## config.mk

```make
export PLATFORM = sky130hd
export DESIGN_NAME = load_store_unit
export DESIGN_NICKNAME = d
export VERILOG_FILES = /design/src/rtl/load_store_unit_pkg.sv /design/src/rtl/load_store_unit_byte_lane.sv /design/src/rtl/load_store_unit.sv
export SDC_FILE = /design/constraint.sdc
export NUM_CORES = 1
export LEC_CHECK = 0
export CAP_MARGIN = 20
export CORE_MARGIN = 1.5
export CORE_UTILIZATION = 41
export DETAILED_ROUTE_END_ITERATION = 10
export PLACE_DENSITY = 0.84
export SYNTH_ARGS = -nofsm -noshare
export SYNTH_HDL_FRONTEND = slang
export SYNTH_SLANG_ARGS = --single-unit
```

## constraint.sdc

```tcl
create_clock -name clk -period 8.27 [get_ports clk]
set_input_delay 1.654 -clock clk [delete_from_list [all_inputs] [get_ports clk]]
set_output_delay 1.654 -clock clk [all_outputs]
set_load 0.02 [all_outputs]
```

## src/rtl/load_store_unit_pkg.sv

```systemverilog
// Shared definitions for the load/store unit: funct3 codes, FSM encoding,
// access-width mask and request legality helpers.
package load_store_unit_pkg;

    localparam logic [2:0] F3_B  = 3'd0;
    localparam logic [2:0] F3_H  = 3'd1;
    localparam logic [2:0] F3_W  = 3'd2;
    localparam logic [2:0] F3_D  = 3'd3;
    localparam logic [2:0] F3_BU = 3'd4;
    localparam logic [2:0] F3_HU = 3'd5;
    localparam logic [2:0] F3_WU = 3'd6;

    typedef enum logic [2:0] {
        S_IDLE = 3'd0,
        S_LD   = 3'd1,
        S_RD   = 3'd2,
        S_WR   = 3'd3,
        S_ST   = 3'd4,
        S_DONE = 3'd5,
        S_ERR  = 3'd6
    } lsu_state_t;

    // Mask covering the low N bytes of the 8-byte window; funct3[1:0] encodes N.
    function automatic logic [63:0] size_mask(input logic [1:0] sz);
        logic [63:0] m;
        case (sz)
            2'd0:    m = 64'h0000_0000_0000_00ff;
            2'd1:    m = 64'h0000_0000_0000_ffff;
            2'd2:    m = 64'h0000_0000_ffff_ffff;
            default: m = 64'hffff_ffff_ffff_ffff;
        endcase
        return m;
    endfunction

    function automatic logic bad_funct3(input logic is_store, input logic [2:0] f3);
        return is_store ? f3[2] : (f3 == 3'd7);
    endfunction

endpackage

```

## src/rtl/load_store_unit_byte_lane.sv

```systemverilog
// Combinational byte-lane logic: extract and sign/zero-extend load data,
// and merge new store bytes into the old 8-byte window.
module load_store_unit_byte_lane
    import load_store_unit_pkg::*;
(
    input  logic [2:0]  funct3,
    input  logic [63:0] old_data,
    input  logic [63:0] new_data,
    output logic [63:0] load_data,
    output logic [63:0] store_data
);

    logic [63:0] mask;

    assign mask = size_mask(funct3[1:0]);

    always_comb begin
        load_data = old_data;
        case (funct3)
            F3_B:    load_data = {{56{old_data[7]}},  old_data[7:0]};
            F3_H:    load_data = {{48{old_data[15]}}, old_data[15:0]};
            F3_W:    load_data = {{32{old_data[31]}}, old_data[31:0]};
            F3_D:    load_data = old_data;
            F3_BU:   load_data = {56'd0, old_data[7:0]};
            F3_HU:   load_data = {48'd0, old_data[15:0]};
            F3_WU:   load_data = {32'd0, old_data[31:0]};
            default: load_data = old_data;
        endcase
    end

    assign store_data = (old_data & ~mask) | (new_data & mask);

endmodule

```

## src/rtl/load_store_unit.sv

```systemverilog
// Data-memory access sequencer: extended loads, full-width stores and
// read-modify-write for sub-doubleword stores, all outputs registered.
module load_store_unit
    import load_store_unit_pkg::*;
#(
    parameter int ADDR_W    = 64,
    parameter int MEM_BYTES = 65536
) (
    input  logic              clk,
    input  logic              rst,
    input  logic              req,
    input  logic              is_store,
    input  logic [2:0]        funct3,
    input  logic [ADDR_W-1:0] adr,
    input  logic [63:0]       wdata,
    output logic              busy,
    output logic              done,
    output logic              err,
    output logic [63:0]       rdata,
    output logic [ADDR_W-1:0] mem_adr,
    output logic              mem_read,
    output logic              mem_write,
    output logic [63:0]       mem_wdata,
    input  logic [63:0]       mem_rdata,
    output logic [2:0]        dbg_state
);

    // Handshake: req is taken on any rising edge where the unit is idle-like
    // (IDLE, DONE or ERR); it is ignored while busy and never queued.
    localparam logic [ADDR_W-1:0] LAST_ADR = ADDR_W'(MEM_BYTES - 8);

    lsu_state_t  state, state_n;
    logic [2:0]  funct3_q;
    logic [63:0] wdata_q;
    logic        idle_like;
    logic        accept;
    logic        bad_req;
    logic [63:0] load_ext;
    logic [63:0] merged;

    assign idle_like = (state == S_IDLE) || (state == S_DONE) || (state == S_ERR);
    assign accept    = req && idle_like;
    assign bad_req   = bad_funct3(is_store, funct3) || (adr > LAST_ADR);
    assign dbg_state = state;

    load_store_unit_byte_lane u_lane (
        .funct3     (funct3_q),
        .old_data   (mem_rdata),
        .new_data   (wdata_q),
        .load_data  (load_ext),
        .store_data (merged)
    );

    always_comb begin
        state_n = state;
        case (state)
            S_IDLE, S_DONE, S_ERR: begin
                state_n = S_IDLE;
                if (req) begin
                    if (bad_req)            state_n = S_ERR;
                    else if (!is_store)     state_n = S_LD;
                    else if (funct3 == F3_D) state_n = S_ST;
                    else                    state_n = S_RD;
                end
            end
            S_LD:    state_n = S_DONE;
            S_RD:    state_n = S_WR;
            S_WR:    state_n = S_DONE;
            S_ST:    state_n = S_DONE;
            default: state_n = S_IDLE;
        endcase
    end

    always_ff @(posedge clk or posedge rst) begin
        if (rst) begin
            state     <= S_IDLE;
            busy      <= 1'b0;
            done      <= 1'b0;
            err       <= 1'b0;
            mem_read  <= 1'b0;
            mem_write <= 1'b0;
            rdata     <= '0;
            mem_adr   <= '0;
            mem_wdata <= '0;
            funct3_q  <= '0;
            wdata_q   <= '0;
        end else begin
            state     <= state_n;
            busy      <= (state_n == S_LD) || (state_n == S_RD) ||
                         (state_n == S_WR) || (state_n == S_ST);
            mem_read  <= (state_n == S_LD) || (state_n == S_RD);
            mem_write <= (state_n == S_WR) || (state_n == S_ST);
            done      <= (state_n == S_DONE);
            err       <= (state_n == S_ERR);

            // Errored requests leave the address and data registers untouched.
            if (accept && (state_n != S_ERR)) begin
                funct3_q <= funct3;
                wdata_q  <= wdata;
                mem_adr  <= adr;
            end
            if (accept && (state_n == S_ST))
                mem_wdata <= wdata;
            if (state == S_RD)
                mem_wdata <= merged;
            if (state == S_LD)
                rdata <= load_ext;
        end
    end

endmodule
```

### After elaboration in Yosys (flattened, before gate mapping)

Cells that the tools add are included.
Widths: inputs -> output; s select.

| storage, ports and cells | value |
|---|---|
| logic and storage cells | 64 |
| bits of input ports | 199 |
| output and inout port bits | 200 |
| register bits | 267 |

| operators by class | value |
|---|---|
| $lt $le $gt $ge | 1 |
| reduce and logical (&&, ||, !) cells | 16 |
| multiplexer cells | 10 |
| equal/unequal tests | 22 |
| bitwise gates (word level) | 4 |

Operators by type and width:

| operator | count |
|---|---|
| $pmux 64 s6 | 1 |
| $pmux 64 s3 | 1 |
| $and 64x64->64 | 2 |
| $mux 64 | 2 |
| $gt 64x16->1 const B | 1 |
| $not 64->64 | 1 |
| $or 64x64->64 | 1 |
| $eq 3x3->1 const B | 10 |
| $eq 3x2->1 const B | 6 |
| $mux 3 | 4 |
| $eq 3x1->1 const B | 3 |
| $pmux 3 s3 | 1 |
| $logic_or 1x1->1 | 7 |
| $logic_not 3->1 | 2 |
| $reduce_or 3->1 | 2 |
| $logic_and 1x1->1 | 3 |
| $ne 3x3->1 const B | 1 |
| $eq 2x1->1 const B | 1 |
| $eq 2x2->1 const B | 1 |
| $logic_not 2->1 | 1 |
| $reduce_bool 2->1 | 1 |
| $mux 1 | 1 |

### Longest topological paths before layout

Gate-level depths: netlist of the first run.

| depth | value |
|---|---|
| depth in word-level cells | 10 |
| mapped depth | 9 |
| gate-level depth less buffers | 5 |

### Modules after synthesis

Synthesis of the first run repeated with hierarchy kept, for this count alone.

| unflattened totals | value |
|---|---|
| cells, all modules | 1024 |
| area total of the unflattened synthesis | 12279.3 µm² |

By module, submodules not included:

| module | sequential area each (µm²) | times used | area an instance (µm²) | cells an instance |
|---|---|---|---|---|
| load_store_unit | 6681.4 | 1 | 10700.3 | 812 |
| load_store_unit_byte_lane | 0.0 | 1 | 1579.0 | 212 |

### Worst setup path after synthesis of the first run

OpenSTA, ideal clock, no wires.

| timing | value |
|---|---|
| path kind | input -> register |
| start | input adr[0] |
| end | register funct3_q[2] |
| arrival | 3451 ps |
| data required time | 8145 ps |
| buffers on the path | 4 |
| path slack | 4694 ps |
| stages on the path | 8 |
| library setup time | 125 ps |
| path through | or3_1 > a211o_1 > clkbuf_1 > or3_1 > buf_2 > buf_6 > buf_6 > mux2_4 |

| between the ends | value |
|---|---|
| cells in the longest elaborated chain, start to end | 7 |

RTL lines:

| element | line | source |
|---|---|---|
| start: declaration | load_store_unit.sv:14 | `input logic [ADDR_W-1:0] adr,` |
| $gt 64x16->1 | load_store_unit.sv:43 | `assign bad_req = bad_funct3(is_store, funct3) \|\| (adr > LAST_ADR);` |
| $logic_or 1x1->1 | load_store_unit.sv:43 |  |
| $mux 3 | load_store_unit.sv:60 | `if (bad_req) state_n = S_ERR;` |
| $mux 3 | load_store_unit.sv:59 | `if (req) begin` |
| $pmux 3 s3 | load_store_unit.sv:56 | `case (state)` |
| $ne 3x3->1 | load_store_unit.sv:97 | `if (accept && (state_n != S_ERR)) begin` |
| $logic_and 1x1->1 | load_store_unit.sv:97 |  |
| end signal: assignment | load_store_unit.sv:98 | `funct3_q <= funct3;` |
| end: declaration | load_store_unit.sv:33 | `logic [2:0] funct3_q;` |

No other way between the ends.
A chain may end at the register's enable or synchronous reset.

### Worst setup path in the final report of the first run

| timing | value |
|---|---|
| start | input adr[7] |
| end | register wdata_q[51] |

| between the ends | value |
|---|---|
| cells in the longest elaborated chain, start to end | 7 |

RTL lines:

| element | line | source |
|---|---|---|
| $gt 64x16->1 | load_store_unit.sv:43 |  |
| $logic_or 1x1->1 | load_store_unit.sv:43 |  |
| $mux 3 | load_store_unit.sv:60 |  |
| $mux 3 | load_store_unit.sv:59 |  |
| $pmux 3 s3 | load_store_unit.sv:56 |  |
| $ne 3x3->1 | load_store_unit.sv:97 |  |
| $logic_and 1x1->1 | load_store_unit.sv:97 |  |
| end signal: assignment | load_store_unit.sv:99 | `wdata_q <= wdata;` |
| end: declaration | load_store_unit.sv:34 | `logic [63:0] wdata_q;` |

No other way between the ends.

==> out/qor.txt, run 1 <==
Yosys warning count -> 0
Final Skew -> 0.0143 ns
Sw frac -> 35.0%
Antenna-violating nets left -> 0
Post-synth top area share -> 54.4%
Clock root cell -> clkbuf_16
Required @ worst endpoint -> 8.69 ns
Sink Count -> 267
Post-synth EDFFs -> 0
Synthesized instance count -> 1082
Setup TNS -> 0 ns
Vias -> 10772
Top-Level Pins -> 399
GRT Total Usage -> 24.9%
Hold Vio Cnt, Final -> 0
RSZ-0062 raised after global routing -> no
Port Buffers -> 398
Combinational share of power -> 38.8%
Grt total ovfl -> 0
Global-route wire length before repair -> 61700 um
Clock tree buffer depth -> 3
Fin. max-slew vios -> 0
CTS resizes -> 0
Core Area -> 29600 um2
Largest stage delay on the critical path -> 0.66 ns
Detailed Route WL -> 39900 um
Num CTS Buffers -> 28
Post-synth top cells -> 267 x dfrtp_1, 108 x clkbuf_1, 71 x mux2_2
Clock network power share -> 26.8%
Ant diodes -> 0
Row count -> 63
Finish-stage setup viols -> 0
Cell area power density -> 303 nW/um2
Ys async rst share -> 100%
Die height -> 176 um
Critical-path cell list -> clkdlybuf4s50_1 > nand4_1 > nor4_1 > a211o_2 > buf_4 > or3_4 > buf_4 > mux2_2
Area growth from synthesis to layout -> 43.0%
Worst Path Max Fanout -> 69
Die area -> 31000 um2
Sw Pwr -> 1.86 mW
Synthesized area per cell -> 11.3 um2
Post-layout minimum cycle time -> 4.94 ns
NumNets Final -> 1609
Max_slew headroom -> 31.9%
Post-DP HPWL -> 25100 um
Final Cell Area -> 17600 um2
Fin crit share -> 59.7%
DR DRC count -> 0
CTS Hold Buffers Added -> 0
VDD IR-drop max -> 0.198 mV
Critical path's slowest cell -> buf_4
Post-CTS Setup Inserts -> 0
Die W -> 176 um
P_int -> 3.45 mW
Dominant cells by area after synthesis -> dfrtp_1 54%, mux2_2 6.5%, mux2i_1 4.6%
Syn_nets -> 1281
Register area share after synthesis -> 54.4%
Worst-margin pin slew -> 1.02 ns
Max-cap violation count -> 0
Cell with the most instances after synthesis -> dfrtp_1
Worst min path class -> flip-flop to flip-flop
Initial antenna violation count -> 1
Critical path's most frequent cell -> buf_4
Initial Util -> 41.5%
Synth area leader -> dfrtp_1
Leakage -> 7.38 nW
Worst-Skew Late Latency -> 0.54 ns
Post-synth top flop -> dfrtp_1
Yosys cell types -> 37
Crit Path Category -> input port to flip-flop
CP endpoint kind -> flip-flop
Launching element type of the critical path -> input port
CTS tree -> yes
Vias per cell -> 5.91
Clock-pin slew on the worst setup and hold paths -> 0.06 ns
First-pass DRT Iterations -> 5
Share of cells above drive strength 1 -> 12.3%
H-tree Lvls -> 1
Run status -> finished, final reports clean
Drt initial violations -> 905
Synth Cell Area -> 12300 um2
Routed WL per cell -> 21.9 um
Post-synthesis register bit count -> 267
GP Congestion -> 0.832
Largest net degree at the start of global routing -> 132
Vias in the first global route -> 10833
Placed inst area -> 16500 um2
Max Freq -> 202 MHz
CP arrival -> 5.36 ns
Flop pwr share -> 34.4%
-- critical path: cells and delay by family --
family / cells / cell delay, ns
buffers and inverters: 3 / 1.77
and+or+nand+nor: 3 / 1.21
muxes: 1 / 0.42
AOI/OAI and AO/OA: 1 / 0.21
-- sequential cells by signal (all words and copies together) (netlist names) --
register   cells
mem_adr       64
wdata_q       64
err            1
mem_read       1
mem_wdata     64
funct3_q       3
mem_write      1
done           1
busy           1
rdata         64
dbg_state      3
-- stage by stage --
stage	total power, mW	utilization (%)	hold slack (ns)	worst slack, ns	cells
floorplan	2.89	-	0.479	3.09	1082
global placement	3.84	55.8	0.468	2.92	1769
detailed placement	3.90	55.8	0.470	2.82	1769
CTS	5.33	59.3	0.489	3.38	1821
global route	5.56	59.4	0.499	3.22	1822
finish	5.31	59.4	0.486	3.33	1822
-- cells by family after synthesis --
logic type | synth area share, %
compound gates | 16.2
xor+xnor | 0.143
buf+inv | 4.01
flops | 54.4
mux | 13.6
simple gates | 11.6
-- cells in the final DEF, fill, tap and decap left out, types with 3 or more instances in the layout --
| master | netlist | layout |
|---|---|---|
| o41ai_1 | 64 | 64 |
| nand2_1 | 56 | 55 |
| a22oi_1 | 56 | 56 |
| and2_1 | 49 | 48 |
| buf_4 | 0 | 17 |
| mux2_2 | 71 | 71 |
| mux2_4 | 20 | 20 |
| clkdlybuf4s50_1 | 0 | 398 |
| nand4_1 | 13 | 13 |
| nor4_1 | 13 | 13 |
| nor2_1 | 70 | 68 |
| o21ai_0 | 5 | 5 |
| clkinv_4 | 0 | 3 |
| clkinv_2 | 0 | 9 |
| inv_1 | 4 | 3 |
| a31oi_1 | 40 | 40 |
| and3_1 | 65 | 64 |
| mux2i_1 | 57 | 57 |
| dfrtp_1 | 267 | 266 |
| clkbuf_16 | 0 | 29 |
| a21oi_1 | 32 | 31 |
| bufinv_16 | 0 | 7 |
| a41oi_1 | 56 | 56 |
-- routing by layer --
layer  global-route usage, %  part of all wire [%]  vias to the layer above
met5                       0                 0.033                        -
li1                        -                     -                     4733
met1                    32.7                    39                     5380
met3                    5.62                   8.8                       86
met4                    7.34                   2.7                        2
met2                    41.2                    49                      571
-- worst paths after layout --
| path | start | endpoint | slack (ns) | cells past startpoint |
|---|---|---|---|---|
| max | adr[7] | wdata_q[51] | 3.33 | 8 |
| min | mem_adr[40] | mem_adr[40] | 0.49 | 1 |
| max reg2reg | dbg_state[1] | wdata_q[51] | 5.55 | 5 |
| min reg2reg | mem_adr[40] | mem_adr[40] | 0.49 | 1 |
| max in group asynchronous | rst | funct3_q[1] | 5.34 | 3 |
| min in group asynchronous | rst | mem_adr[31] | 1.61 | 2 |
-- power groups by stage --
stage	combinational [mW]	clock (mW)	sequential [mW]
CTS	2.06	1.44	1.82
global placement	2.01	0	1.83
floorplan	0.682	0	2.20
global route	2.20	1.50	1.86
finish	2.06	1.42	1.83
detailed placement	2.06	0	1.84
-- cell type report --
type | instances | area [um2]
Inverter | 4 | 18.8
Clock buffer | 32 | 757
Multi-Input combinational cell | 692 | 5160
Sequential cell | 267 | 6680
Timing Repair Buffer | 417 | 4160
Clock inverter | 20 | 289
Fill cell | 2374 | 12000
Tap cell | 390 | 488
Note: power is estimated with default switching activity, not from simulation.
==> inputs of run 2 (changes only) <==
==> constraint.sdc (replaced) <==
create_clock -name clk -period 4.25 [get_ports clk]
set_input_delay 0.85 -clock clk [delete_from_list [all_inputs] [get_ports clk]]
set_output_delay 0.85 -clock clk [all_outputs]
set_load 0.02 [all_outputs]
==> run 2 against run 1 <==
  * Register-to-register slack worse by 3.7 ns
  * Global-route usage up 0.84 points
  * Sequential cell count unchanged
  * Critical path depth down 2
  * Sequential share of layout area about the same
  * Wire length up 2.3%
  * Non-clock buffer count up 12
  * Final cell count up 0.71%
  * Cell area about the same
  * Critical path type unchanged
==> out/qor.txt, run 2 (synthesis gave the netlist of run 1 again) <==
Num CTS Buffers -> 29
Flop pwr share -> 35.2%
Run status -> finished, final reports clean
Clock-pin slew on the worst setup and hold paths -> 0.06 ns
Required @ worst endpoint -> 4.64 ns
Worst-margin pin slew -> 0.980 ns
Hold Path Stages -> 1
Post-layout minimum cycle time -> 2.98 ns
Largest net degree at the start of global routing -> 78
Die area -> 31000 um2
R2r worst-path depth -> 5
CTS resizes -> 0
GRT Total Usage -> 25.8%
Die W -> 176 um
Worst path buffer plus inverter count -> 2
Cell area power density -> 573 nW/um2
Vias per cell -> 5.94
Clock network power share -> 24.5%
Antenna-violating nets left -> 0
Sink Count -> 267
CTS Hold Buffers Added -> 0
Sw frac -> 35.7%
WHS -> 0.482 ns
Fin crit share -> 70.0%
Initial antenna violation count -> 0
Hold_sp -> mem_adr[51]
Routed WL per cell -> 22.2 um
Worst min path class -> flip-flop to flip-flop
Post-CTS Setup Inserts -> 0
CP arrival -> 3.36 ns
Dpl ws -> 0.759 ns
Max Freq -> 336 MHz
CP delay by family, top -> buffers and inverters
Largest stage delay on the critical path -> 0.60 ns
Initial Util -> 41.5%
Detailed Route WL -> 40800 um
CTS tree -> yes
Most frequent cells in the layout -> 398 x clkdlybuf4s50_1, 266 x dfrtp_1, 71 x mux2_2
CP endpoint kind -> flip-flop
H-tree Lvls -> 1
Row count -> 63
Fin. max-slew vios -> 0
Critical R2R Launch -> dbg_state[2]
Finish-stage setup viols -> 0
Placed instance count -> 1781
Sw Pwr -> 3.59 mW
Worst R2R End -> mem_wdata[37]
Final Skew -> 0.00789 ns
Crit Path Category -> input port to flip-flop
Levels on crit path -> 6
Area growth from synthesis to layout -> 43.1%
Clock tree buffer depth -> 3
NumNets Final -> 1622
Top-Level Pins -> 399
Launching element type of the critical path -> input port
First-pass DRT Iterations -> 5
GP Congestion -> 0.847
RSZ-0062 raised after global routing -> no
Die height -> 176 um
Port Buffers -> 398
Non-Filler Instances -> 1835
Worst-Skew Late Latency -> 0.54 ns
Setup TNS -> 0 ns
VDD IR-drop max -> 0.344 mV
Vias in the first global route -> 11159
Hold-critical path endpoint -> mem_adr[51]
Worst Path Max Fanout -> 36
Critical-path cell list -> clkdlybuf4s50_1 > nand3b_1 > or2_2 > buf_4 > o41ai_1 > a22oi_1
Max-cap violation count -> 0
Hold Vio Cnt, Final -> 0
Leakage -> 7.40 nW
Vias -> 10892
Post-DP HPWL -> 26800 um
Core Area -> 29600 um2
Share of cells above drive strength 1 -> 12.7%
Clock root cell -> clkbuf_16
Setup ws final -> 1.27 ns
Global-route wire length before repair -> 63400 um
Combinational share of power -> 40.3%
P_int -> 6.48 mW
Max_slew headroom -> 34.7%
Commonest non-fill, non-tap cell in the layout -> clkdlybuf4s50_1
Flop2flop setup slack -> 1.87 ns
DR DRC count -> 0
Grt total ovfl -> 0
Drt initial violations -> 968
Critical path's slowest cell -> or2_2
Post-layout util -> 59.4%
run 2: cell types whose count changed in the layout (fill, tap and decap cells not counted):
cell	previous run	this run
clkbuf_1	1	6
clkinv_4	3	0
clkbuf_8	2	12
bufinv_16	7	0
buf_12	1	5
diode_2	0	1
buf_4	17	26
clkinvlp_4	2	1
buf_16	1	0
clkinv_2	9	5
run 2: per-layer routing:
layer  wire [um]  global-route usage, %
met2       19700                   42.2
met4        1200                   8.33
met1       16200                   33.7
met3        3670                   6.03
met5           0                      0
run 2: layout make-up:
cell class | count | area [um2]
inverter | 4 | 18.8
fill | 2405 | 12000
clock inverter | 5 | 25.0
sequential | 267 | 6680
timing repair buffer | 429 | 4280
antenna | 1 | 2.50
tap | 390 | 488
clock buffer | 47 | 913
multi-input combinational | 692 | 5160
run 2: worst max path at each step:
stage	end	from	slack, ns
3_3_place_gp	mem_wdata[40]	funct3[2]	0.85
5_1_grt	mem_wdata[10]	funct3[2]	1.15
4_1_cts	mem_wdata[46]	funct3[2]	1.31
3_5_place_dp	mem_wdata[10]	funct3[2]	0.76
6_report	mem_wdata[10]	funct3[2]	1.27
2_1_floorplan	busy	rst	-0.13
run 2: per-stage QoR:
stage | cell area, um2 | total power, mW
2_1_floorplan | 12300 | 5.62
3_3_place_gp | 16600 | 7.50
3_5_place_dp | 16600 | 7.62
4_1_cts | 17500 | 10.1
5_1_grt | 17600 | 10.5
6_report | 17600 | 10.1
run 2: power by group through the flow:
stage	clock (mW)	combinational, mW	sequential, mW
after global routing	2.62	4.32	3.61
after CTS	2.51	4.06	3.54
final	2.47	4.06	3.54
after global placement	0	3.95	3.55
after floorplan	0	1.33	4.29
after detailed placement	0	4.05	3.57
